## src/rtl/decode_stage.sv

```systemverilog
// decode_stage: registered RV32I decoder feeding a DEPTH-entry FIFO toward execute, with flush.
// Optional macro DECODE_MULDIV_EN adds the muldiv output and accepts M-extension R-type encodings.
module decode_stage #(
  parameter int unsigned XLEN  = 32,
  parameter int unsigned DEPTH = 2
) (
  input  logic            clock,
  input  logic            reset_n,
  input  logic [XLEN-1:0] f_pc,
  input  logic [31:0]     inst,
  input  logic            in_valid,
  output logic            in_ready,
  input  logic            flush,
  input  logic            out_ready,
  output logic            out_valid,
  output logic [XLEN-1:0] d_pc,
  output logic [6:0]      opcode,
  output logic [4:0]      rd,
  output logic [4:0]      rs1,
  output logic [4:0]      rs2,
  output logic [2:0]      funct3,
  output logic [6:0]      funct7,
  output logic [XLEN-1:0] imm,
  output logic [4:0]      shamt,
  output logic            illegal
`ifdef DECODE_MULDIV_EN
  ,
  output logic            muldiv
`endif
);

  localparam int unsigned PTR_W = (DEPTH > 1) ? $clog2(DEPTH) : 1;
  localparam int unsigned CNT_W = $clog2(DEPTH + 1);

  localparam logic [6:0] OP_R      = 7'b0110011;
  localparam logic [6:0] OP_IMM    = 7'b0010011;
  localparam logic [6:0] OP_LOAD   = 7'b0000011;
  localparam logic [6:0] OP_JALR   = 7'b1100111;
  localparam logic [6:0] OP_SYSTEM = 7'b1110011;
  localparam logic [6:0] OP_STORE  = 7'b0100011;
  localparam logic [6:0] OP_BRANCH = 7'b1100011;
  localparam logic [6:0] OP_LUI    = 7'b0110111;
  localparam logic [6:0] OP_AUIPC  = 7'b0010111;
  localparam logic [6:0] OP_JAL    = 7'b1101111;

  typedef struct packed {
    logic [XLEN-1:0] pc;
    logic [6:0]      opcode;
    logic [4:0]      rd;
    logic [4:0]      rs1;
    logic [4:0]      rs2;
    logic [2:0]      funct3;
    logic [6:0]      funct7;
    logic [XLEN-1:0] imm;
    logic [4:0]      shamt;
    logic            illegal;
    logic            muldiv;
  } entry_t;

  entry_t           mem_q [DEPTH];
  entry_t           mem_d [DEPTH];
  logic [PTR_W-1:0] wr_ptr_q, wr_ptr_d, rd_ptr_q, rd_ptr_d;
  logic [CNT_W-1:0] count_q, count_d;
  entry_t           dec;
  entry_t           head;
  logic             legal;
  logic             push, pop;

  logic [6:0] op;
  logic [2:0] f3;
  logic [6:0] f7;
  assign op = inst[6:0];
  assign f3 = inst[14:12];
  assign f7 = inst[31:25];

  function automatic logic [PTR_W-1:0] ptr_inc(input logic [PTR_W-1:0] p);
    return (p == PTR_W'(DEPTH - 1)) ? '0 : p + PTR_W'(1);
  endfunction

  // Decode the offered word; illegal encodings keep only pc and opcode.
  always_comb begin
    dec        = '0;
    legal      = 1'b1;
    dec.pc     = f_pc;
    dec.opcode = op;
    case (op)
      OP_R: begin
        dec.rd     = inst[11:7];
        dec.rs1    = inst[19:15];
        dec.rs2    = inst[24:20];
        dec.funct3 = f3;
        dec.funct7 = f7;
        case (f7)
          7'b0000000: legal = 1'b1;
          7'b0100000: legal = (f3 == 3'b000) || (f3 == 3'b101);
`ifdef DECODE_MULDIV_EN
          7'b0000001: dec.muldiv = 1'b1;
`endif
          default:    legal = 1'b0;
        endcase
      end
      OP_IMM: begin
        dec.rd     = inst[11:7];
        dec.rs1    = inst[19:15];
        dec.funct3 = f3;
        if (f3 == 3'b001 || f3 == 3'b101) begin
          dec.shamt  = inst[24:20];
          dec.funct7 = f7;
          legal = (f7 == 7'b0000000) || ((f3 == 3'b101) && (f7 == 7'b0100000));
        end else begin
          dec.imm = XLEN'($signed(inst[31:20]));
        end
      end
      OP_LOAD, OP_JALR, OP_SYSTEM: begin
        dec.rd     = inst[11:7];
        dec.rs1    = inst[19:15];
        dec.funct3 = f3;
        dec.imm    = XLEN'($signed(inst[31:20]));
        if (op == OP_JALR) legal = (f3 == 3'b000);
      end
      OP_STORE: begin
        dec.rs1    = inst[19:15];
        dec.rs2    = inst[24:20];
        dec.funct3 = f3;
        dec.imm    = XLEN'($signed({inst[31:25], inst[11:7]}));
      end
      OP_BRANCH: begin
        dec.rs1    = inst[19:15];
        dec.rs2    = inst[24:20];
        dec.funct3 = f3;
        dec.imm    = XLEN'($signed({inst[31], inst[7], inst[30:25], inst[11:8], 1'b0}));
      end
      OP_LUI, OP_AUIPC: begin
        dec.rd  = inst[11:7];
        dec.imm = XLEN'($signed({inst[31:12], 12'b0}));
      end
      OP_JAL: begin
        dec.rd  = inst[11:7];
        dec.imm = XLEN'($signed({inst[31], inst[19:12], inst[20], inst[30:21], 1'b0}));
      end
      default: legal = 1'b0;
    endcase
    if (!legal) begin
      dec         = '0;
      dec.pc      = f_pc;
      dec.opcode  = op;
      dec.illegal = 1'b1;
    end
  end

  // in_ready and out_valid come straight from the occupancy register.
  assign in_ready  = (count_q < CNT_W'(DEPTH));
  assign out_valid = (count_q != '0);
  assign push      = in_valid & in_ready;
  assign pop       = out_valid & out_ready;

  always_comb begin
    mem_d    = mem_q;
    wr_ptr_d = wr_ptr_q;
    rd_ptr_d = rd_ptr_q;
    count_d  = count_q;
    if (flush) begin
      wr_ptr_d = '0;
      rd_ptr_d = '0;
      count_d  = '0;
    end else begin
      if (push) begin
        mem_d[wr_ptr_q] = dec;
        wr_ptr_d        = ptr_inc(wr_ptr_q);
      end
      if (pop) rd_ptr_d = ptr_inc(rd_ptr_q);
      if (push && !pop)      count_d = count_q + CNT_W'(1);
      else if (!push && pop) count_d = count_q - CNT_W'(1);
    end
  end

  always_ff @(posedge clock) begin
    if (!reset_n) begin
      mem_q    <= '{default: '0};
      wr_ptr_q <= '0;
      rd_ptr_q <= '0;
      count_q  <= '0;
    end else begin
      mem_q    <= mem_d;
      wr_ptr_q <= wr_ptr_d;
      rd_ptr_q <= rd_ptr_d;
      count_q  <= count_d;
    end
  end

  // Head entry is presented only while valid; otherwise every field reads zero.
  always_comb begin
    head = '0;
    if (out_valid) head = mem_q[rd_ptr_q];
  end

  assign d_pc    = head.pc;
  assign opcode  = head.opcode;
  assign rd      = head.rd;
  assign rs1     = head.rs1;
  assign rs2     = head.rs2;
  assign funct3  = head.funct3;
  assign funct7  = head.funct7;
  assign imm     = head.imm;
  assign shamt   = head.shamt;
  assign illegal = head.illegal;
`ifdef DECODE_MULDIV_EN
  assign muldiv  = head.muldiv;
`endif

endmodule

```

## config.mk

```make
export PLATFORM = sky130hd
export DESIGN_NAME = decode_stage
export DESIGN_NICKNAME = d
export VERILOG_FILES = /design/src/rtl/decode_stage.sv
export SDC_FILE = /design/constraint.sdc
export NUM_CORES = 1
export LEC_CHECK = 0
export BUFFER_PORTS_ARGS = -buffer_cell sky130_fd_sc_hd__buf_4
export CAP_MARGIN = 0
export CORE_ASPECT_RATIO = 0.8
export CORE_MARGIN = 8
export CORE_UTILIZATION = 56
export DETAILED_ROUTE_END_ITERATION = 7
export GPL_ROUTABILITY_DRIVEN = 0
export PLACE_DENSITY = 0.8
export SLEW_MARGIN = 0
export SYNTH_ARGS = -nofsm -noshare
export SYNTH_HDL_FRONTEND = slang
export SYNTH_SLANG_ARGS = --single-unit
```

## constraint.sdc

```tcl
create_clock -name clock -period 2.35 [get_ports clock]
set_input_delay 0.1175 -clock clock [delete_from_list [all_inputs] [get_ports clock]]
set_output_delay 0.1175 -clock clock [all_outputs]
set_load 0.02 [all_outputs]
```

**Word-level counts from Yosys, hierarchy flattened**

Index checks and enable logic that the tools add are counted.
Widths: inputs -> output; s select.

- Bits in read-only memories: 0
- Input port bits: 69
- Memory bits (writable): 0
- Memories: 0
- Output and inout port bits: 104
- Latch bits: 0
- Register bits: 210

- Shifts and indexed selects: 0
- Multiplexer cells: 26
- $mul: 0
- Reductions and logical operators: 21
- $lt $le $gt $ge: 4
- Bitwise operators: 6
- Equal/unequal tests: 13
- $add $sub $neg: 4
- Div/mod/pow operators: 0

Operators with widths:

| operator | count |
|---|---|
| $mux 103 | 5 |
| $bwmux 206 | 1 |
| $pmux 32 s6 | 1 |
| $demux 103 s1 | 1 |
| $mux 64 | 1 |
| $mux 32 | 1 |
| $eq 7x6->1 const B | 4 |
| $eq 7x7->1 const B | 4 |
| $mux 5 | 5 |
| $eq 7x5->1 const B | 2 |
| $pmux 7 s2 | 1 |
| $reduce_or 8->1 | 1 |
| $eq 7x2->1 const B | 1 |
| $logic_not 7->1 | 1 |
| $mux 7 | 1 |
| $reduce_or 7->1 | 1 |
| $reduce_or 3->1 | 2 |
| $reduce_or 5->1 | 1 |
| $ge 2x2->1 const B | 2 |
| $logic_and 1x1->1 | 4 |
| $mux 1 | 4 |
| $mux 2 | 2 |
| $not 1->2 | 2 |
| $pmux 1 s4 | 1 |
| 17 further kinds | 25 |

**Depth between registers and ports, before layout**

- Depth after elaboration: 7
- Depth in mapped cells: 9

**Least setup slack after synthesis**

Ideal clock, no wire load.

- Path kind: reg-to-reg
- From: register count_q[1]
- To: register mem_q[115] (netlist name)
- Arrival time: 1.744 ns
- Data required time: 2.233 ns
- Stages on the path, launching flop included: 8
- Path slack: 0.489 ns
- Clock period less this slack: 1.861 ns
- Path through: dfxtp_1 nand2b_1 or3_1 clkbuf_1 and2_1 clkbuf_1 clkbuf_1 a22o_1

- Longest elaborated chain between the ends: 3

Ends and longest elaborated chain:

| item | line | source |
|---|---|---|
| start, declared | 63 | `logic [CNT_W-1:0] count_q, count_d;` |
| start signal, assigned | 187 | `count_q <= count_d;` |
| $lt 2x2->1 | 152 | `assign in_ready = (count_q < CNT_W'(DEPTH));` |
| $and 1x1->1 | 154 | `assign push = in_valid & in_ready;` |
| $reduce_and 2->1 (no line) | - |  |
| end signal, assigned | 184 | `mem_q <= mem_d;` |
| end, declared | 60 | `entry_t mem_q [DEPTH];` |

No other way between the ends.
A chain may end at the register's enable or synchronous reset.

**Worst setup path in the final report**

- From: register rd_ptr_q
- To: output port shamt[4]

- Longest elaborated chain between the ends: 5

Ends and longest elaborated chain:

| item | line | source |
|---|---|---|
| start, declared | 62 | `logic [PTR_W-1:0] wr_ptr_q, wr_ptr_d, rd_ptr_q, rd_ptr_d;` |
| start signal, assigned | 186 | `rd_ptr_q <= rd_ptr_d;` |
| $not 1->2 (implied by the code) | 194 | `if (out_valid) head = mem_q[rd_ptr_q];` |
| $mux 103 (implied by the code) (3 in a row) | 194 |  |
| $mux 103 | 194 |  |
| end, declared | 24 | `output logic [4:0] shamt,` |

No other way between the ends. The select of a mux whose other input is x is not followed.

==> flow_summary.yaml <==
status:
  run_status: "finished clean"
floorplanning:
  dieArea_sq_um: 20900
  start_util_pct: 56.5
  core_area_sq_um: 16300
  die_width_microns: 160
  rows: 42
  dieHeight_microns: 131
  pin_count: 173
place:
  io_buffers: 172
  placed_area_sq_um: 10700
  hpwl_microns: 16900
drt:
  drc_errors: 0
  drt.antenna.violating_nets: 0
  vias: 8358
  avgRoutedWirePerCell_microns: 17.5
  drtIter0Drc: 687
  dr.pass1.iters: 5
  wirelength_microns: 26400
  via_per_inst: 5.55
worst_hold_path:
  worstHoldPathType: "in -> reg"
critical_path:
  end_kind: "output pin"
  rr_startpoint: "count_q[1]$_SDFFE_PP0P_"
  endpoint: "shamt[4]"
  critPathLaunchType: "register"
  worst_ep_required_time_ps: 2230
  critPathLaunch: "rd_ptr_q$_SDFFE_PP0P_"
  reg2reg_to: "mem_q[22]$_SDFFE_PN0P_"
  cp.arrival_ps: 2070
  path_class: "reg -> out"
  r2r_cells: 5
  regToRegSetupSlack_ps: 280
  path_max_fanout: 25
clock_network:
  clkSlewWorstSetupHoldPaths_ps: 60
  clkLatencyLatePin_ps: 480
  cts_buffer_depth: 3
  h-tree-depth: 1
  cts-root-buf: "clkbuf_16"
  cts_tree: "done"
  numCtsBuffers: 21
  clock-sinks: 208
sta:
  finalSetupViolCount: 0
  rsz0062_at_grt: "false"
  final_hold_viol_count: 0
  worst_slew_pin_slew_ps: 1110
  timing.final.crit_share_pct: 93.3
  period_minus_slack_ps: 2190
  drv_slew: 0
  finalSetupTns_ps: 0
  timing.slew.headroom_pct: 25.9
  fmax_mhz: 456
  finalClockSkew_ps: 7.56
global_routing:
  grt_pass1_wl_microns: 42100
  grt_antenna_before_repair: 0
  grt_start_max_net_pins: 103
  grt_overflow_total: 0
  grt_pass1_vias: 8175
  gr-usage-all-layers_pct: 24.3
layout:
  synthToLayoutAreaGrowth_pct: 30.0
  nets: 1344
  final_layout_size_suffix_gt1_share_pct: 19.3
  fin_area_sq_um: 12000
  num_antenna_cells: 0
power_and_ir_drop:
  power_w: 0.00764
  pwr_density_cell_nw_per_um2: 637
  ir_drop_mv: 0.476
  leakage_nw: 4.53
synth:
  syn_nets: 1149
  synth-seq-area-share_pct: 45.1
  yosys.cell_types.count: 49
  netlist_area_sq_um: 9230
  netlist_instances: 1079
  synth_top_area_share_pct: 45.1
  async_reset_ff_share_pct: 0
  synth-seq-cells: 208
  yosysTopAreaCell: "dfxtp_1"
  yosysWarnings: 0
  synth-main-ff-cell: "dfxtp_1"
  synth_top_cells_by_area: "dfxtp_1 (45%), mux2i_1 (11%), nand2_1 (9.9%)"
  synth_edf_count: 0
  avgSynthCellArea_sq_um: 8.56
run:
  drv_cap: 0
-- through the flow --
stage	utilization, %	hold WS [ps]	cells	setup WS [ps]
2_1_floorplan	-	243	1079	489
3_3_place_gp	65.2	352	1405	373
3_5_place_dp	65.2	356	1405	317
4_1_cts	73.4	14.9	1507	188
5_1_grt	73.4	54.7	1507	75.3
6_report	73.4	39.3	1507	158
-- synthesized netlist by cell type (6+ instances only) --
cell type  count
a22oi_1        6
nor2_1       116
mux2i_1      103
dfxtp_1      208
a21o_1        10
inv_1          6
clkbuf_1      63
a21oi_1       16
buf_1         12
a22o_1        64
and3_1        16
nand2_1      244
a21boi_0      79
nand3_1       15
o21ai_0       47
-- flip-flops by register name (all words and copies together), names as in the netlist --
register and flops:
mem_q 204, count_q 2, rd_ptr_q 1, wr_ptr_q 1
-- critical path, cell delays in order (launching register included) --
cell	delay [ps]
dfxtp_4	660
buf_4	340
mux2i_1	340
nor2_1	70
buf_4	170
-- layer usage --
layer	vias to the layer above	wire (microns)	part of all wire, %	GRT usage, %
li1	4064	-	-	-
met1	3970	11800	45	31.8
met2	273	12200	46	40.4
met3	51	1720	6.5	4.73
met4	0	620	2.3	7.47
met5	-	0	0	0
-- cells in the final DEF (no fill, tap or decap), types with 10 or more instances in the layout --
cell type,instances
mux2i_1,103
and3_1,16
a21boi_0,79
nand2_1,243
o21ai_0,47
clkbuf_16,21
dlygate4sd3_1,66
a21o_1,10
buf_4,190
dfxtp_1,207
nor2_1,115
a21oi_1,16
a22o_1,64
nand3_1,15
-- cell families after synthesis --
logic type	after synthesis	share of synthesized area [%]
compound gates	242	19.4
xor+xnor	5	0.474
fa+ha+maj	1	0.136
buf+inv	93	4.11
flops	208	45.1
mux	103	11.2
simple gates	427	19.7
-- repair_timing --
action                                 4_1_cts  5_1_grt
endpoints found under the hold margin      139        0
setup buffers                                0        0
gates resized for setup                      0        0
hold buffers                                66        0
-- worst min path at each step --
stage | from | endpoint | slack (ps) | cells after the start
detailed placement | inst[15] | mem_q[157]$_SDFFE_PN0P_ | 360 | 2
global route | out_ready | rd_ptr_q$_SDFFE_PP0P_ | 50 | 4
finish | out_ready | rd_ptr_q$_SDFFE_PP0P_ | 40 | 4
CTS | out_ready | rd_ptr_q$_SDFFE_PP0P_ | 10 | 4
floorplan | inst[25] | mem_q[115]$_SDFFE_PN0P_ | 240 | 1
global placement | inst[17] | mem_q[56]$_SDFFE_PN0P_ | 350 | 2
-- where the power goes --
group          total, W  switching (W)  internal (W)
Combinational  0.000776       0.000458      0.000318
Sequential      0.00361      0.0000371       0.00358
Clock           0.00325        0.00133       0.00192
-- cell type report --
class | count | area (sq um)
clock buffers | 33 | 661
clock inverters | 3 | 18.8
fillers | 1254 | 4340
inverters | 6 | 22.5
multi-input cells | 778 | 4710
flip-flops and latches | 208 | 4170
well taps | 220 | 275
repair buffers | 259 | 2150
(Power assumes the default switching activity.)
